File: config.mk
export PLATFORM = sky130hd
export DESIGN_NAME = driver_complex_multiplier
export DESIGN_NICKNAME = d
export VERILOG_FILES = /design/src/rtl/cmul_tb_pkg.sv /design/src/rtl/lfsr_operand_gen.sv /design/src/rtl/driver_complex_multiplier.sv
export SDC_FILE = /design/constraint.sdc
export NUM_CORES = 1
export LEC_CHECK = 0
export ABC_AREA = 1
export BUFFER_PORTS_ARGS = -buffer_cell sky130_fd_sc_hd__buf_4
export CAP_MARGIN = 20
export CORE_ASPECT_RATIO = 0.75
export CORE_MARGIN = 3
export CORE_UTILIZATION = 47
export DETAILED_ROUTE_END_ITERATION = 8
export GPL_ROUTABILITY_DRIVEN = 1
export PLACE_DENSITY = 0.75
export SLEW_MARGIN = 20
export SYNTH_ARGS = -nofsm -noshare
export SYNTH_HDL_FRONTEND = slang
export SYNTH_SLANG_ARGS = --single-unit
File: constraint.sdc
create_clock -name clk -period 1.69 [get_ports clk]
set_input_delay 0 -clock clk [delete_from_list [all_inputs] [get_ports clk]]
set_output_delay 0 -clock clk [all_outputs]
set_load 0.03 [all_outputs]
File: src/rtl/cmul_tb_pkg.sv
// Shared state encoding and LFSR constants for the complex-multiplier stimulus driver.
package cmul_tb_pkg;

  typedef enum logic [2:0] {
    S_IDLE,
    S_RST_PULSE,
    S_DRIVE,
    S_WAIT_RES,
    S_GAP,
    S_DONE
  } drv_state_t;

  // Galois feedback mask for x^32 + x^22 + x^2 + x + 1, right-shifting form
  localparam logic [31:0] LFSR_POLY    = 32'h8020_0003;
  localparam logic [31:0] DEFAULT_SEED = 32'hACE1_5EED;

endpackage

File: src/rtl/lfsr_operand_gen.sv
// 32-bit Galois LFSR operand source; each operand is the low slice of the state
// rotated right by 0, 8, 16 or 24 bits.
module lfsr_operand_gen
  import cmul_tb_pkg::*;
#(
  parameter int unsigned DATA_WIDTH = 8,
  parameter logic [31:0] SEED       = DEFAULT_SEED
) (
  input  logic                  clk,
  input  logic                  load,
  input  logic                  advance,
  output logic [DATA_WIDTH-1:0] op_1_re,
  output logic [DATA_WIDTH-1:0] op_1_im,
  output logic [DATA_WIDTH-1:0] op_2_re,
  output logic [DATA_WIDTH-1:0] op_2_im
);

  logic [31:0] state;

  function automatic logic [DATA_WIDTH-1:0] view(input logic [31:0] v, input int unsigned rot);
    logic [DATA_WIDTH-1:0] r;
    r = '0;
    for (int i = 0; i < DATA_WIDTH; i++) begin
      r[i] = v[5'((i + rot) % 32)];
    end
    return r;
  endfunction

  always_ff @(posedge clk) begin
    if (load) begin
      state <= SEED;
    end else if (advance) begin
      state <= state[0] ? ((state >> 1) ^ LFSR_POLY) : (state >> 1);
    end
  end

  assign op_1_re = view(state, 0);
  assign op_1_im = view(state, 8);
  assign op_2_re = view(state, 16);
  assign op_2_im = view(state, 24);

endmodule

File: src/rtl/driver_complex_multiplier.sv
// Stimulus driver for the complex multiplier: LFSR operands over op_val/op_ready,
// results accepted over res_val/res_ready, a fixed number of transactions per start.
//   state      | meaning
//   IDLE       | after reset, waiting for start
//   RST_PULSE  | sw_rst high for one cycle, txn_count already cleared
//   DRIVE      | op_val high, operands held until op_ready
//   WAIT_RES   | res_ready high until res_val
//   GAP        | idle spacing before the next operand set
//   DONE       | run complete, done high until the next start
module driver_complex_multiplier
  import cmul_tb_pkg::*;
#(
  parameter int unsigned DATA_WIDTH      = 8,
  parameter logic [15:0] NR_TRANSACTIONS = 16'd16,
  parameter int unsigned GAP_CYCLES      = 2,
  parameter logic [31:0] LFSR_SEED       = DEFAULT_SEED
) (
  input  logic                    clk,
  input  logic                    rstn,
  input  logic                    start,
  output logic                    sw_rst,
  output logic                    op_val,
  output logic [DATA_WIDTH-1:0]   op_1_re,
  output logic [DATA_WIDTH-1:0]   op_1_im,
  output logic [DATA_WIDTH-1:0]   op_2_re,
  output logic [DATA_WIDTH-1:0]   op_2_im,
  input  logic                    op_ready,
  input  logic                    res_val,
  output logic                    res_ready,
  input  logic [2*DATA_WIDTH-1:0] result_re,
  input  logic [2*DATA_WIDTH-1:0] result_im,
  output logic [2*DATA_WIDTH-1:0] last_result_re,
  output logic [2*DATA_WIDTH-1:0] last_result_im,
  output logic [15:0]             txn_count,
  output logic                    done
);

  localparam logic [15:0] GAP_LOAD = (GAP_CYCLES != 0) ? 16'(GAP_CYCLES - 1) : 16'd0;

  drv_state_t            state, state_nxt;
  logic [15:0]           gap_cnt;
  logic                  xfer, accept, run_start, last_txn;
  logic [DATA_WIDTH-1:0] gen_1_re, gen_1_im, gen_2_re, gen_2_im;

  assign xfer      = (state == S_DRIVE) && op_ready;
  assign accept    = (state == S_WAIT_RES) && res_val;
  assign run_start = start && ((state == S_IDLE) || (state == S_DONE));
  assign last_txn  = ({1'b0, txn_count} + 17'd1) == {1'b0, NR_TRANSACTIONS};

  // Reset reseeds the LFSR; a new start does not, so consecutive runs continue the sequence
  lfsr_operand_gen #(
    .DATA_WIDTH(DATA_WIDTH),
    .SEED      (LFSR_SEED)
  ) u_gen (
    .clk    (clk),
    .load   (~rstn),
    .advance(xfer),
    .op_1_re(gen_1_re),
    .op_1_im(gen_1_im),
    .op_2_re(gen_2_re),
    .op_2_im(gen_2_im)
  );

  always_ff @(posedge clk) begin
    if (!rstn) begin
      state <= S_IDLE;
    end else begin
      state <= state_nxt;
    end
  end

  always_comb begin
    state_nxt = state;
    sw_rst    = 1'b0;
    op_val    = 1'b0;
    res_ready = 1'b0;
    done      = 1'b0;
    op_1_re   = '0;
    op_1_im   = '0;
    op_2_re   = '0;
    op_2_im   = '0;
    unique case (state)
      S_IDLE: begin
        if (run_start) state_nxt = S_RST_PULSE;
      end
      S_RST_PULSE: begin
        sw_rst    = 1'b1;
        state_nxt = (NR_TRANSACTIONS == 16'd0) ? S_DONE : S_DRIVE;
      end
      S_DRIVE: begin
        op_val  = 1'b1;
        op_1_re = gen_1_re;
        op_1_im = gen_1_im;
        op_2_re = gen_2_re;
        op_2_im = gen_2_im;
        if (op_ready) state_nxt = S_WAIT_RES;
      end
      S_WAIT_RES: begin
        res_ready = 1'b1;
        if (res_val) begin
          if (last_txn)             state_nxt = S_DONE;
          else if (GAP_CYCLES != 0) state_nxt = S_GAP;
          else                      state_nxt = S_DRIVE;
        end
      end
      S_GAP: begin
        if (gap_cnt == 16'd0) state_nxt = S_DRIVE;
      end
      S_DONE: begin
        done = 1'b1;
        if (run_start) state_nxt = S_RST_PULSE;
      end
      default: state_nxt = S_IDLE;
    endcase
  end

  always_ff @(posedge clk) begin
    if (!rstn) begin
      txn_count      <= '0;
      last_result_re <= '0;
      last_result_im <= '0;
      gap_cnt        <= '0;
    end else begin
      if (run_start) begin
        txn_count <= '0;
      end else if (accept) begin
        last_result_re <= result_re;
        last_result_im <= result_im;
        if (txn_count != 16'hFFFF) txn_count <= txn_count + 16'd1;
      end
      if (accept) begin
        gap_cnt <= GAP_LOAD;
      end else if ((state == S_GAP) && (gap_cnt != 16'd0)) begin
        gap_cnt <= gap_cnt - 16'd1;
      end
    end
  end

endmodule

## Word level (Yosys, flattened, before mapping)

Cells that the tools add are included.

- Add/subtract/negate cells: 3
- Equal/unequal tests: 11
- Multiplexer cells: 17
- Bitwise operators: 3
- Reduce and logical (&&, ||, !) cells: 15

Operators with widths:

| kind | count |
|---|---|
| 2-to-1 mux 32 bit | 1 |
| 2-to-1 mux 8 bit | 4 |
| adder 16 x 1 -> 17 bit, second input constant | 1 |
| == test 17 x 5 -> 1 bit, second input constant | 1 |
| adder 16 x 1 -> 16 bit, second input constant | 1 |
| logical NOT 16 bit | 1 |
| inequality test 16 bit, second input constant | 1 |
| nonzero test 16 bit | 1 |
| subtractor 16 x 1 -> 16 bit, second input constant | 1 |
| case mux 3 bit (5 select lines) | 1 |
| 2-to-1 mux 3 bit | 4 |
| 2-to-1 mux 1 bit | 7 |
| == test 3 x 2 -> 1 bit, second input constant | 2 |
| == test 3 bit, second input constant | 2 |
| inequality test 2 bit, second input constant | 3 |
| OR reduction 2 bit | 3 |
| logical AND 1 bit | 4 |
| NOT 3 -> 4 bit | 1 |
| AND reduction 2 bit | 2 |
| AND reduction 4 bit | 1 |
| == test 3 x 1 -> 1 bit, second input constant | 1 |
| logical NOT 3 bit | 1 |
| inequality test 2 x 1 -> 1 bit, second input constant | 1 |
| NOT 1 bit | 2 |
| other kinds (2) | 2 |

- Flip-flop bits (word level): 99
- Input port bits: 37
- Output and inout bits: 84
- Logic and storage cells: 56

## Logic depth before layout (Yosys ltp)

- Depth after elaboration: 5
- Depth in mapped cells: 13
- Gate-level depth less buffers: 13

## Hierarchy

Synthesis repeated with hierarchy kept, for this count alone.

- Cells, all modules: 658
- Area total of the unflattened synthesis: 4539.4 µm²

Modules (own cells, without submodules):

| module | instances | cells each | area an instance (µm²) | seq. area each (µm²) |
|---|---|---|---|---|
| driver_complex_multiplier | 1 | 511 | 3392.0 | 1341.3 |
| lfsr_operand_gen | 1 | 147 | 1147.4 | 640.6 |

## Least setup slack after synthesis

No wires, ideal clock.

- Path kind: reg-to-reg
- From: register txn_count[1]
- To: register txn_count[10]
- Library setup time: 114 ps
- Data arrival time: 1717 ps
- Required time: 1576 ps
- Setup slack: -141 ps
- Cell stages (with the launch flop): 11
- Path buffers: 2
- Clock period less this slack: 1831 ps
- Path through: dfxtp_1 ha_1 nand3_2 inv_2 nand3_1 nor2_2 nor2_4 buf_6 buf_6 o21ai_1 nor2_1

- Longest elaborated chain between the ends: 2
- Elaborated cells between the ends (all ways): 3
- Classes of those cells: add/sub (1); eq/ne (1); reduce/logical (1)

RTL lines:

| element | line | text |
|---|---|---|
| from (decl) | driver_complex_multiplier.sv:34 | `output logic [15:0] txn_count,` |
| from (signal assigned) | driver_complex_multiplier.sv:129 | `if (txn_count != 16'hFFFF) txn_count <= txn_count + 16'd1;` |
| branches (longest 2 deep; another with adder 16 x 1 -> 16 bit) | n/a |  |

Parallel ways; which one is timed is not known.
A chain may end at the register's enable or synchronous reset.

## Worst setup path after layout

- From: register gap_cnt[1]
- To: register gap_cnt[15]

- Longest elaborated chain between the ends: 2
- Elaborated cells between the ends (all ways): 3
- Classes of those cells: add/sub (1); reduce/logical (2)

RTL lines:

| element | line | text |
|---|---|---|
| from (decl) | driver_complex_multiplier.sv:41 | `logic [15:0] gap_cnt;` |
| from (signal assigned) | driver_complex_multiplier.sv:134 | `gap_cnt <= gap_cnt - 16'd1;` |
| branches (longest 2 deep; another with subtractor 16 x 1 -> 16 bit) | n/a |  |

Parallel ways; which one is timed is not known.

==> run metrics <==
Die H 90.3 µm; gr ovfl total 0; ranking of synthesized cells by area dfxtp_1, nand2_1, a21oi_1; CTS tree done; Final Cell Area 6490 µm²; register area 2010 µm²; Synth area leader dfxtp_1; Starting Density 0.488; GPL Wtd Cong 0.879; top-area cell type share of the netlist area 0.445; vias 4721; first-pass GRT wire length 20.9 mm; setup_tns 0 ns; vias in the first global route 4427; Post-Synthesis Cells 621; leakage 3.02 nW; Worst-Margin Slew 0.375 ns; Avg Synthesized Cell Area 7.17 µm²; drt wl/cell 14.0 µm; Ys Warns 0; die area 10700 µm²; Worst setup EP type flip-flop; n_diodes 0; fin nets 838; WL final 13.1 mm; IO buf count 120; most common cell after layout, fill and taps aside buf_4; skew final 0.00760 ns; M3 GR Usage 0.0833; Final Hold Fails 0; commonest non-fill, non-tap cells in the layout buf_4, nand2_1, dfxtp_1, nor2_1, a21oi_1; Reg clk slew, reported paths 0.07 ns; RSZ-0062 raised after global routing yes; CTS Buffer Depth 2; Worst Setup Start Kind flip-flop; # placed instances 864; Post-synth EDFFs 0; pre-CTS setup slack -0.0720 ns; Top FF cell, synth dfxtp_1; maximum vdd drop 0.000761 V; final setup margin 0.0161 ns; Post-Place Cell Area 5580 µm²; Clk Latency, worst-skew pair 0.34 ns; initial antenna violation count 0; mapped cell area 4450 µm²; post-synthesis sequential element count 99; Via-to-Cell Ratio 5.07; gr usage total 0.237; HPWL after detailed placement 8.28 mm; initial drt markers 328; CP max FO 6; PD cells 1020 nW/µm²; chip width 118 µm; layout cell share with drive strength beyond 1 0.310; met2 Use GR 0.387; Root Buffer clkbuf_16; Reg2Reg Depth 12; met1 usage 0.297; # H-tree levels 3; Crit Path Class flip-flop to flip-flop; total power 6.65 mW; Finished Layout Cells 932; required time of the critical path 1.92 ns; Post-Syn Nets 660; Area Overhead vs Synth 45.8%; multi-input logic area 2180 µm²; CTS buffer count 9; Pre-Repair DR Iteration Count 5; Final min period 1.67 ns; Final setup viols 0; Hold Path Class primary input to flip-flop; number of remaining DRC errors 0; Rel. slew slack 0.750; sequential-to-total area share from yosys stat 0.445; clock sinks 99; Unique masters post-synth 42; MaxCap Viol Count 0; Pins Over Slew Limit 0; fillcell total 660; share of flip-flops with an asynchronous set or reset 0; DRT antenna net count 0; # rows 30; Max Freq 597 MHz; area of the core 9120 µm²; worst hold path depth 4; status finished clean; GRT Max-Usage Layer met2; Boundary Pins 121; Critical Path AT 1.91 ns; Final period util 0.990; largest net degree at the start of global routing 61
==> Yosys cell counts (2+ instances only) <==
master	count
inv_1	61
nor2_1	82
xor2_1	7
nand4_1	8
buf_6	2
ha_1	2
o21ai_0	26
buf_2	6
a31oi_1	4
nor3_2	4
nand3_1	20
dfxtp_1	99
o21ai_1	3
nor2_4	2
o211ai_1	18
xnor2_1	3
inv_2	12
nand2_2	5
a21oi_1	65
clkbuf_1	16
nor2_2	9
o21a_1	2
nand2_1	144
nand2_4	2
a21oi_2	2
==> stage by stage <==
step	hold WS (ns)	util
after floorplan	0.144	-
after global placement	0.249	0.611
after detailed placement	0.261	0.611
after CTS	0.00730	0.685
after global routing	0.0461	0.711
final	0.0237	0.711
==> path summary, 6_finish.rpt <==
path                            slack [ns]          startpoint                 end
worst max register to register        0.02          gap_cnt[1]         gap_cnt[15]
worst min-delay path                  0.02             res_val          gap_cnt[2]
worst min register to register        0.46  last_result_re[10]  last_result_re[10]
worst max-delay path                  0.02          gap_cnt[1]         gap_cnt[15]
==> power by group <==
group,switching [mW],internal [mW]
combinational,1.30,0.739
clock,0.882,1.05
sequential,0.139,2.53
total,2.33,4.32
==> logic make-up after synthesis <==
group | share of synthesized area
buffers and inverters | 0.0922
adder cells (fa/ha/maj) | 0.00562
XOR/XNOR | 0.0197
AND/OR/NAND/NOR | 0.277
flip-flops | 0.445
AO/OA/AOI/OAI | 0.161
==> state kept, by name, summed over array words and instances, names as in the netlist <==
| register | flops |
|---|---|
| gap_cnt | 16 |
| last_result_re | 16 |
| last_result_im | 16 |
| txn_count | 16 |
| u_gen.state | 32 |
| state | 3 |
==> worst max-delay path, stage by stage, from the launching register on <==
cell     delay (ns)
dfxtp_2        0.35
inv_2          0.05
ha_4           0.17
nand2_2        0.09
nor2_2         0.05
nand2_2        0.10
nand2_4        0.08
inv_8          0.09
nand3_4        0.08
nor2_4         0.16
nand3_1        0.09
nor2_1         0.17
nor3_2         0.07
==> routing by layer <==
| layer | wire length [µm] | vias to the layer above |
|---|---|---|
| met5 | 0 | - |
| met4 | 161 | 0 |
| met3 | 976 | 14 |
| met2 | 6490 | 155 |
| met1 | 5450 | 2210 |
| li1 | - | 2342 |
==> what timing repair did <==
action | in CTS | in global routing
gates resized for setup | 7 | 43
hold endpoints to repair | 34 | 0
setup endpoints to repair | 15 | 33
pin swaps | 2 | 6
setup buffers | 5 | 13
hold buffers | 33 | 0
cloned | 0 | 1
==> cell type report <==
class                   instances  share of cell area
well taps                     128              0.0247
flip-flops and latches         99               0.309
clock inverters                 4             0.00501
inverters                      75              0.0455
repair buffers                192               0.240
multi-input cells             421               0.336
repair inverters                1             0.00116
clock buffers                  12              0.0380
Power figures use the tool's default switching activity.
